File: config.mk
export PLATFORM = sky130hd
export DESIGN_NAME = matriz_soma_ctrl_flat
export DESIGN_NICKNAME = d
export VERILOG_FILES = /design/src/rtl/matriz_soma_if.sv /design/src/rtl/matriz_soma_ctrl.sv /design/src/flat_wrapper.sv
export SDC_FILE = /design/constraint.sdc
export NUM_CORES = 1
export LEC_CHECK = 0
export ABC_AREA = 1
export BUFFER_PORTS_ARGS = -buffer_cell sky130_fd_sc_hd__buf_2
export CAP_MARGIN = 20
export CORE_MARGIN = 2
export CORE_UTILIZATION = 40
export DETAILED_ROUTE_END_ITERATION = 10
export GPL_TIMING_DRIVEN = 0
export PLACE_DENSITY = 0.69
export SYNTH_ARGS = -nofsm -noshare
export SYNTH_HDL_FRONTEND = slang
export SYNTH_SLANG_ARGS = --single-unit
File: constraint.sdc
create_clock -name clk -period 9 [get_ports clk]
set_input_delay 0.9 -clock clk [delete_from_list [all_inputs] [get_ports clk]]
set_output_delay 0.9 -clock clk [all_outputs]
set_load 0.02 [all_outputs]
File: src/rtl/matriz_soma_if.sv
// Row-bus handshake bundle for the matrix adder sequencer.
// master drives operand rows and accepts results; slave is the sequencer.
interface matriz_soma_if #(
  parameter int ROW_W = 40
);
  logic [ROW_W-1:0] in_data;
  logic             in_valid;
  logic             in_ready;
  logic [ROW_W-1:0] out_data;
  logic             out_valid;
  logic             out_ready;

  modport master (
    output in_data, in_valid, out_ready,
    input  in_ready, out_data, out_valid
  );

  modport slave (
    input  in_data, in_valid, out_ready,
    output in_ready, out_data, out_valid
  );
endinterface

File: src/rtl/matriz_soma_ctrl.sv
// Sequencer for the 5x5 signed matrix adder: loads A and B row by row,
// latches the external adder's sum and overflow, then streams the result.
module matriz_soma_ctrl #(
  parameter int ROWS   = 5,
  parameter int COLS   = 5,
  parameter int ELEM_W = 8
) (
  input  logic                        clk,
  input  logic                        rst_n,
  input  logic                        start,
  input  logic                        abort,
  matriz_soma_if.slave                bus,
  output logic [ROWS*COLS*ELEM_W-1:0] ula_a,
  output logic [ROWS*COLS*ELEM_W-1:0] ula_b,
  input  logic [ROWS*COLS*ELEM_W-1:0] ula_resultado,
  input  logic                        ula_overflow,
  output logic                        busy,
  output logic                        done,
  output logic                        overflow
);

  localparam int ROW_W = COLS * ELEM_W;
  localparam int MAT_W = ROWS * ROW_W;
  localparam int CNT_W = (ROWS > 1) ? $clog2(ROWS) : 1;

  typedef enum logic [2:0] {
    IDLE, LOAD_A, LOAD_B, EXEC, OUT
  } state_e;

  state_e           state_q, state_d;
  logic [CNT_W-1:0] r_q, r_d;
  logic [MAT_W-1:0] a_q, a_d;
  logic [MAT_W-1:0] b_q, b_d;
  logic [MAT_W-1:0] res_q, res_d;
  logic             ovf_q, ovf_d;
  logic             done_q, done_d;

  logic in_rdy;
  logic out_vld;
  logic in_fire;
  logic out_fire;
  logic last_row;

  always_ff @(posedge clk or negedge rst_n) begin
    if (!rst_n) begin
      state_q <= IDLE;
      r_q     <= '0;
      a_q     <= '0;
      b_q     <= '0;
      res_q   <= '0;
      ovf_q   <= 1'b0;
      done_q  <= 1'b0;
    end else begin
      state_q <= state_d;
      r_q     <= r_d;
      a_q     <= a_d;
      b_q     <= b_d;
      res_q   <= res_d;
      ovf_q   <= ovf_d;
      done_q  <= done_d;
    end
  end

  always_comb begin
    state_d = state_q;
    r_d     = r_q;
    a_d     = a_q;
    b_d     = b_q;
    res_d   = res_q;
    ovf_d   = ovf_q;
    done_d  = 1'b0;
    // abort wins over start and over any handshake in flight
    if (abort) begin
      state_d = IDLE;
      r_d     = '0;
      ovf_d   = 1'b0;
    end else begin
      unique case (state_q)
        IDLE: begin
          if (start) begin
            state_d = LOAD_A;
            r_d     = '0;
            ovf_d   = 1'b0;
          end
        end
        LOAD_A: begin
          if (in_fire) begin
            a_d[r_q*ROW_W +: ROW_W] = bus.in_data;
            if (last_row) begin
              r_d     = '0;
              state_d = LOAD_B;
            end else begin
              r_d = r_q + 1'b1;
            end
          end
        end
        LOAD_B: begin
          if (in_fire) begin
            b_d[r_q*ROW_W +: ROW_W] = bus.in_data;
            if (last_row) begin
              r_d     = '0;
              state_d = EXEC;
            end else begin
              r_d = r_q + 1'b1;
            end
          end
        end
        EXEC: begin
          res_d   = ula_resultado;
          ovf_d   = ula_overflow;
          state_d = OUT;
        end
        OUT: begin
          if (out_fire) begin
            if (last_row) begin
              r_d     = '0;
              done_d  = 1'b1;
              state_d = IDLE;
            end else begin
              r_d = r_q + 1'b1;
            end
          end
        end
        default: state_d = IDLE;
      endcase
    end
  end

  always_comb begin
    in_rdy   = (state_q == LOAD_A) || (state_q == LOAD_B);
    out_vld  = (state_q == OUT);
    in_fire  = in_rdy & bus.in_valid;
    out_fire = out_vld & bus.out_ready;
    last_row = (r_q == CNT_W'(ROWS - 1));
  end

  assign bus.in_ready  = in_rdy;
  assign bus.out_valid = out_vld;
  assign bus.out_data  = res_q[r_q*ROW_W +: ROW_W];
  assign ula_a         = a_q;
  assign ula_b         = b_q;
  assign busy          = (state_q != IDLE);
  assign done          = done_q;
  assign overflow      = ovf_q;

endmodule

File: src/flat_wrapper.sv
// flat-port wrapper written by rule: the top's interface ports become plain ports
module matriz_soma_ctrl_flat 
#(
  parameter int ROWS   = 5,
  parameter int COLS   = 5,
  parameter int ELEM_W = 8
)
  (clk, rst_n, start, abort, ula_a, ula_b, ula_resultado, ula_overflow, busy, done, overflow, bus_in_data, bus_in_valid, bus_out_ready, bus_in_ready, bus_out_data, bus_out_valid);
  matriz_soma_if #(.ROW_W(((5) * (8)))) bus_i ();
  input  logic clk;
  input  logic rst_n;
  input  logic start;
  input  logic abort;
  output logic [ROWS*COLS*ELEM_W-1:0] ula_a;
  output logic [ROWS*COLS*ELEM_W-1:0] ula_b;
  input  logic [ROWS*COLS*ELEM_W-1:0] ula_resultado;
  input  logic ula_overflow;
  output logic busy;
  output logic done;
  output logic overflow;
  input wire logic [$bits(bus_i.in_data)-1:0] bus_in_data;
  input wire logic [$bits(bus_i.in_valid)-1:0] bus_in_valid;
  input wire logic [$bits(bus_i.out_ready)-1:0] bus_out_ready;
  output wire logic [$bits(bus_i.in_ready)-1:0] bus_in_ready;
  output wire logic [$bits(bus_i.out_data)-1:0] bus_out_data;
  output wire logic [$bits(bus_i.out_valid)-1:0] bus_out_valid;
  assign bus_i.in_data = bus_in_data;
  assign bus_i.in_valid = bus_in_valid;
  assign bus_i.out_ready = bus_out_ready;
  assign bus_in_ready = bus_i.in_ready;
  assign bus_out_data = bus_i.out_data;
  assign bus_out_valid = bus_i.out_valid;
  matriz_soma_ctrl #(.ROWS(ROWS), .COLS(COLS), .ELEM_W(ELEM_W)) u_core (.clk(clk), .rst_n(rst_n), .start(start), .abort(abort), .bus(bus_i), .ula_a(ula_a), .ula_b(ula_b), .ula_resultado(ula_resultado), .ula_overflow(ula_overflow), .busy(busy), .done(done), .overflow(overflow));
endmodule
# Yosys cells after proc, flatten, opt, wreduce, memory -nomap -nowiden
# Cells that the tools add are included.
[word_totals] register_bits=608 elab_cells=65
[classes] addsub=2 multipliers=1 n_eq_ne=13 shifts=3 mux=24 bitwise_logic=3 reduce_logical=12
[ops] operator="bitwise mux 200 bit" n=2
[ops] operator="variable shift 40 x 34 -> 200 bit, first input constant" n=1
[ops] operator="variable part select 200 x 10 -> 40 bit" n=1
[ops] operator="variable part select 40 x 34 -> 200 bit" n=1
[ops] operator="two-way mux 3 bit" n=13
[ops] operator="negation 9 -> 34 bit" n=1
[ops] operator="inequality test 3 x 2 -> 1 bit, second input constant" n=6
[ops] operator="one-hot mux 3 bit (5 select lines)" n=1
[ops] operator="one-hot mux 3 bit (3 select lines)" n=1
[ops] operator="AND reduction 7 bit" n=1
[ops] operator="equality test 3 x 2 -> 1 bit, second input constant" n=2
[ops] operator="equality test 3 bit, second input constant" n=2
[ops] operator="multiplier 3 x 3 -> 6 bit, second input constant" n=1
[ops] operator="two-way mux 1 bit" n=6
[ops] operator="AND reduction 3 bit" n=2
[ops] operator="nonzero test 3 bit" n=2
[ops] operator="AND reduction 2 bit" n=2
[ops] operator="AND reduction 4 bit" n=1
[ops] operator="nonzero test 4 bit" n=1
[ops] operator="adder 3 x 1 -> 3 bit, second input constant" n=1
[ops] operator="equality test 3 x 1 -> 1 bit, second input constant" n=1
[ops] operator="logical NOT 3 bit" n=1
[ops] operator="inequality test 3 x 1 -> 1 bit, second input constant" n=1
[ops] operator="inequality test 3 bit, second input constant" n=1
[ops] operator="5 further kinds" n=6

# Longest topological paths before layout
# Gate-level depths: netlist of run 1.
[logic_depth] word_depth=6 mapped_depth=18 depth_no_buf=16

# Worst setup path after synthesis of run 1
# No wires, ideal clock.
[synth_path] kind="reg-to-reg" start="register u_core.r_q[2]" end="register u_core.a_q[32] (netlist: u_core.ula_a[32])" arrival_time_ns=2.979 setup_slack_ns=5.903 stages_incl_launch_ff=15 n_path_buf=4 synth_period_minus_slack_ns=3.097 path_cell_list="dfrtp_1 clkbuf_1 clkinv_1 clkbuf_1 ha_1 nor3_1 ha_1 buf_2 inv_1 buf_2 nand2_1 o22ai_2 nand2_1 nand2_1 nand2_1"
[synth_between] elab_chain_cells=4 word_cells_on_any_way=5 classes_between="1 x add/sub; 1 x mul; 2 x shift; 1 x mux"
[synth_lines] item="start, declared" line="matriz_soma_ctrl.sv:31" text="logic [CNT_W-1:0] r_q, r_d;"
[synth_lines] item="start signal, assigned" line="matriz_soma_ctrl.sv:55" text="r_q <= r_d;"
[synth_lines] item="multiplier 3 x 3 -> 6 bit *" line="matriz_soma_ctrl.sv:88" text="a_d[r_q*ROW_W +: ROW_W] = bus.in_data;"
[synth_lines] item="negation 9 -> 34 bit *" line="matriz_soma_ctrl.sv:88"
[synth_lines] item="variable part select 40 x 34 -> 200 bit or variable shift 40 x 34 -> 200 bit (tied branches)" line="matriz_soma_ctrl.sv:88"
[synth_lines] item="bitwise mux 200 bit *" line="matriz_soma_ctrl.sv:88"
[synth_lines] item="end signal, assigned" line="matriz_soma_ctrl.sv:48" text="a_q <= '0;"
[synth_lines] item="end signal, assigned" line="matriz_soma_ctrl.sv:56" text="a_q <= a_d;"
[synth_lines] item="end, declared" line="matriz_soma_ctrl.sv:32" text="logic [MAT_W-1:0] a_q, a_d;"
# Mark *: on every way between the ends. The rest lies on a longest branch, timed or not.
# A chain may end at the register's enable or synchronous reset.

# Worst setup path in the final report of run 1
[layout_path] start="register u_core.r_q[0]" end="register u_core.a_q[20] (netlist: u_core.ula_a[20])"
# Same word-level chain as after synthesis.

==> impl_metrics.json, run 1 <==
{
  "placedCellCount": 5145,
  "cts.sinks": 608,
  "fin_skew_ns": 0.0372,
  "nets": 4522,
  "dieArea_sq_mm": 0.0748,
  "yosysSeqAreaShare_pct": 52.4,
  "die_y_um": 273,
  "worst-setup-path-type": "flip-flop to flip-flop",
  "numCtsBuffers": 68,
  "startpoint": "u_core.r_q[0]",
  "drtPass1Iterations": 7,
  "final_core_utilization_pct": 50.5,
  "grt_use_total_pct": 32.6,
  "rows": 98,
  "cts_resized": 0,
  "grt_pass1_vias": 27701,
  "clk_pin_slew_ns": 0.06,
  "avgViaCountPerCell": 5.42,
  "finalHoldViolCount": 0,
  "post-synth-top-count-cell": "nand2_1",
  "netlist_top_cells_count": "nand2_1, dfrtp_1, nand3_1",
  "ir_drop_v": 0.000236,
  "ys_ff_latch": 608,
  "startpoint_type": "flip-flop",
  "switchingPower_w": 0.00618,
  "p_total_w": 0.0128,
  "synth-edff-count": 0,
  "grt_max_degree": 123,
  "max_freq_mhz": 211,
  "num_io_pins": 692,
  "slowest_delay_ns": 0.55,
  "grt_pass1_wl_um": 180000,
  "fillers": 7023,
  "power_frac_comb_pct": 49.0,
  "cts_tree": "built",
  "hp-class": "input pin to async pin",
  "syn_nets": 3756,
  "crit_path_frequent_cell": "buf_2",
  "io_buffers": 691,
  "cap_viol_max_count": 0,
  "yosys.area.top_type": "dfrtp_1",
  "seqPwrFrac_pct": 28.0,
  "rsz0062_at_grt": "false",
  "clockBufferDepth": 3,
  "setup_slack_ns": 4.25,
  "min_period_ns": 4.75,
  "drt_iter0_drc": 2768,
  "final_layout_size_suffix_gt1_share_pct": 26.6,
  "pwr-share-clk_pct": 23.1,
  "cts_max_level": 3,
  "rr_worst_depth": 14,
  "r2r-start": "u_core.r_q[0]",
  "setup_viol_count_final": 0,
  "report.final.slew_viol_count": 0,
  "post-route-drc-count": 0,
  "avgSynthCellArea_sq_um": 8.30,
  "synth_top_area_share_pct": 52.4,
  "ant_nets": 0,
  "crit_chain": "buf_2, inv_2, buf_2, buf_2, buf_2, ha_1, buf_2, buf_1, nand4_1, nor2_1, nand2_1, o21ai_0, nand3_1, nand2_1",
  "root_buffer": "clkbuf_16",
  "arrival_ns": 5.30,
  "syn_inst": 3499,
  "antenna_found_initial": 25,
  "fin_area_sq_mm": 0.0363,
  "relSlewSlack_pct": 34.1,
  "crit_fanout": 12,
  "fp.coreArea_sq_mm": 0.0717,
  "end_kind": "flip-flop",
  "async_flop_share_pct": 100,
  "cts_setup_buffers": 0,
  "worst_skew_pair.late_latency_ns": 0.64,
  "outcome": "finished, final reports clean",
  "crit_slowest_cell": "buf_1",
  "wl_per_cell_um": 23.5,
  "required_ns": 9.55,
  "power_density_mw_per_mm2": 353,
  "route.vias.total": 28620,
  "grt-ovfl-total": 0,
  "synthFlopType": "dfrtp_1",
  "synth_area_sq_mm": 0.0291,
  "cellLeakagePower_nw": 20.0,
  "p_int_w": 0.00661,
  "yosys_warnings": 0,
  "place_area_sq_mm": 0.0338,
  "fin_crit_sh_pct": 52.8,
  "instances_no_fill": 5279,
  "cts_hold_buf": 0,
  "place_congestion": 1.06,
  "post_synth_num_cell_types": 38,
  "start_util_pct": 40.5,
  "yosys-top-cells-area": "dfrtp_1, nand2_1, nand3_1",
  "p_sw_share_pct": 48.3,
  "dp_hpwl_um": 97800,
  "place_ws_ns": 4.25,
  "worstMarginPinSlew_ns": 0.989,
  "die_w_um": 273,
  "wl_um": 124000,
  "area_delta_synth_final_pct": 24.8
}
## per-stage QoR
stage               hold WS, ns  TNS [ns]
floorplan                 0.474         0
global placement          0.453  -3395.71
detailed placement        0.454         0
CTS                       0.207         0
global route              0.214         0
finish                    0.199         0
## sequential cells by signal, summed over array words and instances, names as in the netlist
name and flops:
u_core.state_q 3, u_core.res_q 200, u_core.r_q 3, u_core.overflow 1, u_core.ula_b 200, u_core.ula_a 200
u_core.done 1
## routing by layer
metal / GRT usage [%] / vias up / share of wire, %
met5: 0 / - / 0.093
met4: 13.8 / 18 / 4.8
met3: 9.19 / 344 / 9.2
met2: 55.5 / 1405 / 48
met1: 38.5 / 13823 / 38
li1: - / 13030 / -
## area by class of cell
cell class	instances	area, sq um	area share, %
plain buffers	209	945	2.61
clock inverters	28	409	1.13
well taps	950	1190	3.28
flip-flops and latches	608	15200	42.0
clock buffers	93	1970	5.43
repair buffers	696	3610	9.95
inverters	132	495	1.37
diodes	13	32.5	0.0897
multi-input cells	2550	12400	34.2
## critical path: cells and delay by family (launching register included)
kind	cells	cell delay [ns]
AO/OA/AOI/OAI	1	0.31
flip-flops	1	0.48
buffers and inverters	7	2.42
adder cells (fa/ha/maj)	1	0.38
AND/OR/NAND/NOR	5	1.04
## power groups by stage
| stage | sequential [W] | combinational, W | clock (W) |
|---|---|---|---|
| after floorplan | 0.00366 | 0.00360 | 0 |
| after global placement | 0.00360 | 0.00603 | 0 |
| after detailed placement | 0.00362 | 0.00608 | 0 |
| after CTS | 0.00357 | 0.00610 | 0.00298 |
| after global routing | 0.00363 | 0.00663 | 0.00309 |
| final | 0.00358 | 0.00626 | 0.00295 |
## placed cells by master (no fill, tap or decap), types with 11 or more instances in the layout
cell          n
a21oi_1      99
buf_1        25
buf_2       779
clkbuf_1     94
clkbuf_16    70
clkbuf_8     13
clkinv_2     12
dfrtp_1     608
diode_2      13
inv_1       113
inv_2        18
mux2_2      161
nand2_1    1296
nand2_2      12
nand3_1     400
nand3_2      20
nand4_1      43
nor2_1      132
nor2_4       11
nor3_1       12
o21ai_0     189
o21ai_1     135
## cell families (layout without fill, tap and decap cells)
group / Yosys count / in the layout / share of synthesized area (%)
other: 0 / 13 / 0
and+or+nand+nor: 1944 / 1944 / 28.3
xor gates and xnor gates: 1 / 1 / 0.0302
muxes: 162 / 162 / 6.29
adders and majority gates: 10 / 10 / 0.431
buffers and inverters: 341 / 1158 / 4.96
AOI/OAI and AO/OA: 433 / 433 / 7.59
DFF: 608 / 608 / 52.4
## worst paths after layout
kind	end	slack, ns
worst min register to register	u_core.ula_b[146]	0.46
max in group asynchronous	u_core.ula_b[22]	6.75
worst min-delay path	u_core.ula_a[181]	0.20
worst max-delay path	u_core.ula_a[20]	4.25
min in group clk	u_core.ula_b[146]	0.46
worst max register to register	u_core.ula_a[20]	4.25
(Power assumes the default switching activity.)
==> inputs of run 2 (changes only) <==
--- a/config.mk
+++ b/config.mk
@@ -5,14 +5,14 @@
 export SDC_FILE = /design/constraint.sdc
 export NUM_CORES = 1
 export LEC_CHECK = 0
-export ABC_AREA = 1
+export ABC_AREA = 0
 export BUFFER_PORTS_ARGS = -buffer_cell sky130_fd_sc_hd__buf_2
 export CAP_MARGIN = 20
 export CORE_MARGIN = 2
 export CORE_UTILIZATION = 40
 export DETAILED_ROUTE_END_ITERATION = 10
 export GPL_TIMING_DRIVEN = 0
-export PLACE_DENSITY = 0.69
+export PLACE_DENSITY = 0.7
 export SYNTH_ARGS = -nofsm -noshare
 export SYNTH_HDL_FRONTEND = slang
 export SYNTH_SLANG_ARGS = --single-unit
==> constraint.sdc (replaced) <==
create_clock -name clk -period 4.4 [get_ports clk]
set_input_delay 0.44 -clock clk [delete_from_list [all_inputs] [get_ports clk]]
set_output_delay 0.44 -clock clk [all_outputs]
set_load 0.02 [all_outputs]
==> impl_metrics.json, run 2 <==
{
  "outcome": "finished, final reports clean",
  "fin_tns_setup_ns": 0,
  "drt_iter0_drc": 1929,
  "wl_per_cell_um": 26.5,
  "final_layout_size_suffix_gt1_share_pct": 46.4,
  "avgViaCountPerCell": 5.61,
  "fp.coreArea_sq_mm": 0.0698,
  "drtPass1Iterations": 8,
  "synthMuxAreaShare_pct": 24.6,
  "cap_viol_max_count": 0,
  "place_congestion": 1.03,
  "synth_xor_xnor_area_share_pct": 0.249,
  "fin_crit_sh_pct": 99.4,
  "required_ns": 4.90,
  "clockBufferDepth": 3,
  "yosys.area.top_type": "dfrtp_1",
  "worst-setup-path-type": "flip-flop to flip-flop",
  "setup_slack_ns": 0.0269,
  "numCtsBuffers": 70,
  "worstMarginPinSlew_ns": 1.31,
  "yosys-top-cells-area": "dfrtp_1, mux2_2, mux2i_1",
  "wl_um": 110000,
  "hold_ws_ns": 0.0468,
  "synth_top_area_share_pct": 54.1,
  "fin_area_sq_mm": 0.0362,
  "cts_max_level": 3,
  "crit_slowest_cell": "dfrtp_2",
  "min_period_ns": 4.37,
  "synth_top_family_by_area": "multiplexers",
  "ir_drop_v": 0.000319,
  "power_density_mw_per_mm2": 406,
  "yosysSeqAreaShare_pct": 54.1,
  "ant_nets": 0,
  "yosys_warnings": 0,
  "dp_hpwl_um": 85600,
  "num_io_pins": 692,
  "worst_skew_pair.late_latency_ns": 0.63,
  "nets": 3413,
  "cts.sinks": 608,
  "post-synth-top-count-cell": "dfrtp_1",
  "grt_pass1_vias": 23904,
  "setup_viol_count_final": 0,
  "die_w_um": 269,
  "die_y_um": 269,
  "netlist_top_cells_count": "dfrtp_1, mux2_2, nor2_1",
  "rsz0062_at_grt": "true",
  "fin_skew_ns": 0.0165,
  "instances_no_fill": 4164,
  "post_synth_num_cell_types": 83,
  "async_flop_share_pct": 100,
  "placedCellCount": 3974,
  "synth_compound_area_share_pct": 9.86,
  "avgSynthCellArea_sq_um": 12.0,
  "multi_input_area_sq_mm": 0.0124,
  "final_cell_mix": "buf_2, dfrtp_1, mux2_2, nor2_1, nand2_1",
  "use_met1_pct": 34.3,
  "clk_pin_slew_ns": 0.06,
  "post-route-drc-count": 0,
  "grt_max_degree": 117,
  "cellLeakagePower_nw": 18.2,
  "grt-ovfl-total": 0,
  "route.vias.total": 23372,
  "start_util_pct": 40.3,
  "fillers": 6267,
  "relSlewSlack_pct": 11.9,
  "grt_use_total_pct": 29.7,
  "synth_fa_ha_area_share_pct": 0.445,
  "syn_inst": 2341,
  "antenna_found_initial": 14,
  "synth-edff-count": 0,
  "finalHoldViolCount": 0,
  "report.final.slew_viol_count": 0,
  "busiest_layer": "met2",
  "slowest_delay_ns": 0.49,
  "rows": 97,
  "synth-simple-area-share_pct": 8.31,
  "max_freq_mhz": 229,
  "place_area_sq_mm": 0.0329,
  "hp-class": "input pin to flip-flop",
  "end_kind": "flip-flop",
  "synth_area_sq_mm": 0.0281,
  "syn_nets": 2598,
  "grt_pass1_wl_um": 160000,
  "place_ws_ns": -1.38,
  "cts_tree": "built",
  "io_buffers": 687,
  "root_buffer": "clkbuf_16",
  "ys_ff_latch": 608,
  "met3_usage_pct": 7.81,
  "area_delta_synth_final_pct": 28.8,
  "synthFlopType": "dfrtp_1",
  "dieArea_sq_mm": 0.0724,
  "regArea_sq_mm": 0.0152,
  "met2_usage_pct": 50.7,
  "final_common_cell": "buf_2",
  "arrival_ns": 4.88,
  "crit_chain": "ha_1, ha_1, buf_2, buf_2, buf_4, nor4_1, ha_1, buf_2, nand2_2, nor2_2, nand3_1, mux2_2",
  "startpoint_type": "flip-flop",
  "crit_fanout": 10
}
-- run 2: changes by cell type after synthesis, moves of 45 or more --
cell | previous run | this run
o22ai_1 | 2 | 58
mux2_2 | 161 | 495
nand3_1 | 400 | 56
o21ai_0 | 189 | 128
o21ai_1 | 135 | 1
buf_2 | 89 | 29
inv_1 | 113 | 25
mux2i_1 | 0 | 109
nand2_1 | 1296 | 155
nor2_1 | 132 | 177
-- run 2: routing by layer --
metal  up-vias  share of wire [%]
li1      10112                  -
met1     11784                 37
met2      1153                 49
met3       309                8.3
met4        14                5.7
met5         -              0.083
-- run 2: worst paths after layout --
kind	slack (ns)	cells past startpoint	endpoint	start
min in group asynchronous	0.42	2	u_core.ula_a[104]	rst_n
worst max-delay path	0.03	12	u_core.ula_a[99]	u_core.r_q[0]
worst max register to register	0.03	12	u_core.ula_a[99]	u_core.r_q[0]
worst min-delay path	0.05	2	u_core.res_q[32]	ula_resultado[32]
max in group asynchronous	1.95	5	u_core.res_q[47]	rst_n
worst min register to register	0.47	2	u_core.ula_b[127]	u_core.ula_b[127]
-- run 2: where the power goes --
group | switching [W] | internal (W) | leakage [nW] | total, W
Combinational | 0.00176 | 0.000771 | 8.81 | 0.00254
Clock | 0.00251 | 0.00363 | 1.19 | 0.00614
Sequential | 0.000155 | 0.00586 | 8.16 | 0.00602
-- run 2: what timing repair did --
item                       4_1_cts  5_1_grt
setup buffers                    3       23
setup endpoints to repair      423      363
hold endpoints to repair       110        0
pin swaps                        4       16
hold buffers                    25        0
gates resized for setup         43       65
-- run 2: area by class of cell --
type	instances	area share, %
antenna	12	0.0829
buffer	138	1.72
clock buffer	99	5.50
clock inverter	29	1.27
inverter	26	0.270
multi-input combinational	1568	34.4
sequential	608	42.0
tap	940	3.25
timing repair buffer	744	11.5
-- run 2: logic make-up (layout without fill, tap and decap cells) --
| logic type | count (synthesis) | in the layout |
|---|---|---|
| and+or+nand+nor | 491 | 491 |
| muxes | 621 | 621 |
| buffers and inverters | 165 | 1036 |
| xor gates and xnor gates | 5 | 5 |
| DFF | 608 | 608 |
| AOI/OAI and AO/OA | 441 | 441 |
| adders and majority gates | 10 | 10 |
| other | 0 | 12 |
-- run 2: stage by stage --
stage | util, % | total power [W]
after CTS | 51.2 | 0.0147
after global placement | 46.9 | 0.00849
after floorplan | - | 0.00738
final | 51.9 | 0.0147
after detailed placement | 47.1 | 0.00852
after global routing | 51.9 | 0.0152
-- run 2: worst max-delay path, delay by kind of cell (launching register included) --
| family | cells | cell delay (ns) |
|---|---|---|
| flops | 1 | 0.49 |
| buf+inv | 4 | 1.05 |
| mux | 1 | 0.44 |
| fa+ha+maj | 3 | 0.95 |
| simple gates | 4 | 1.31 |
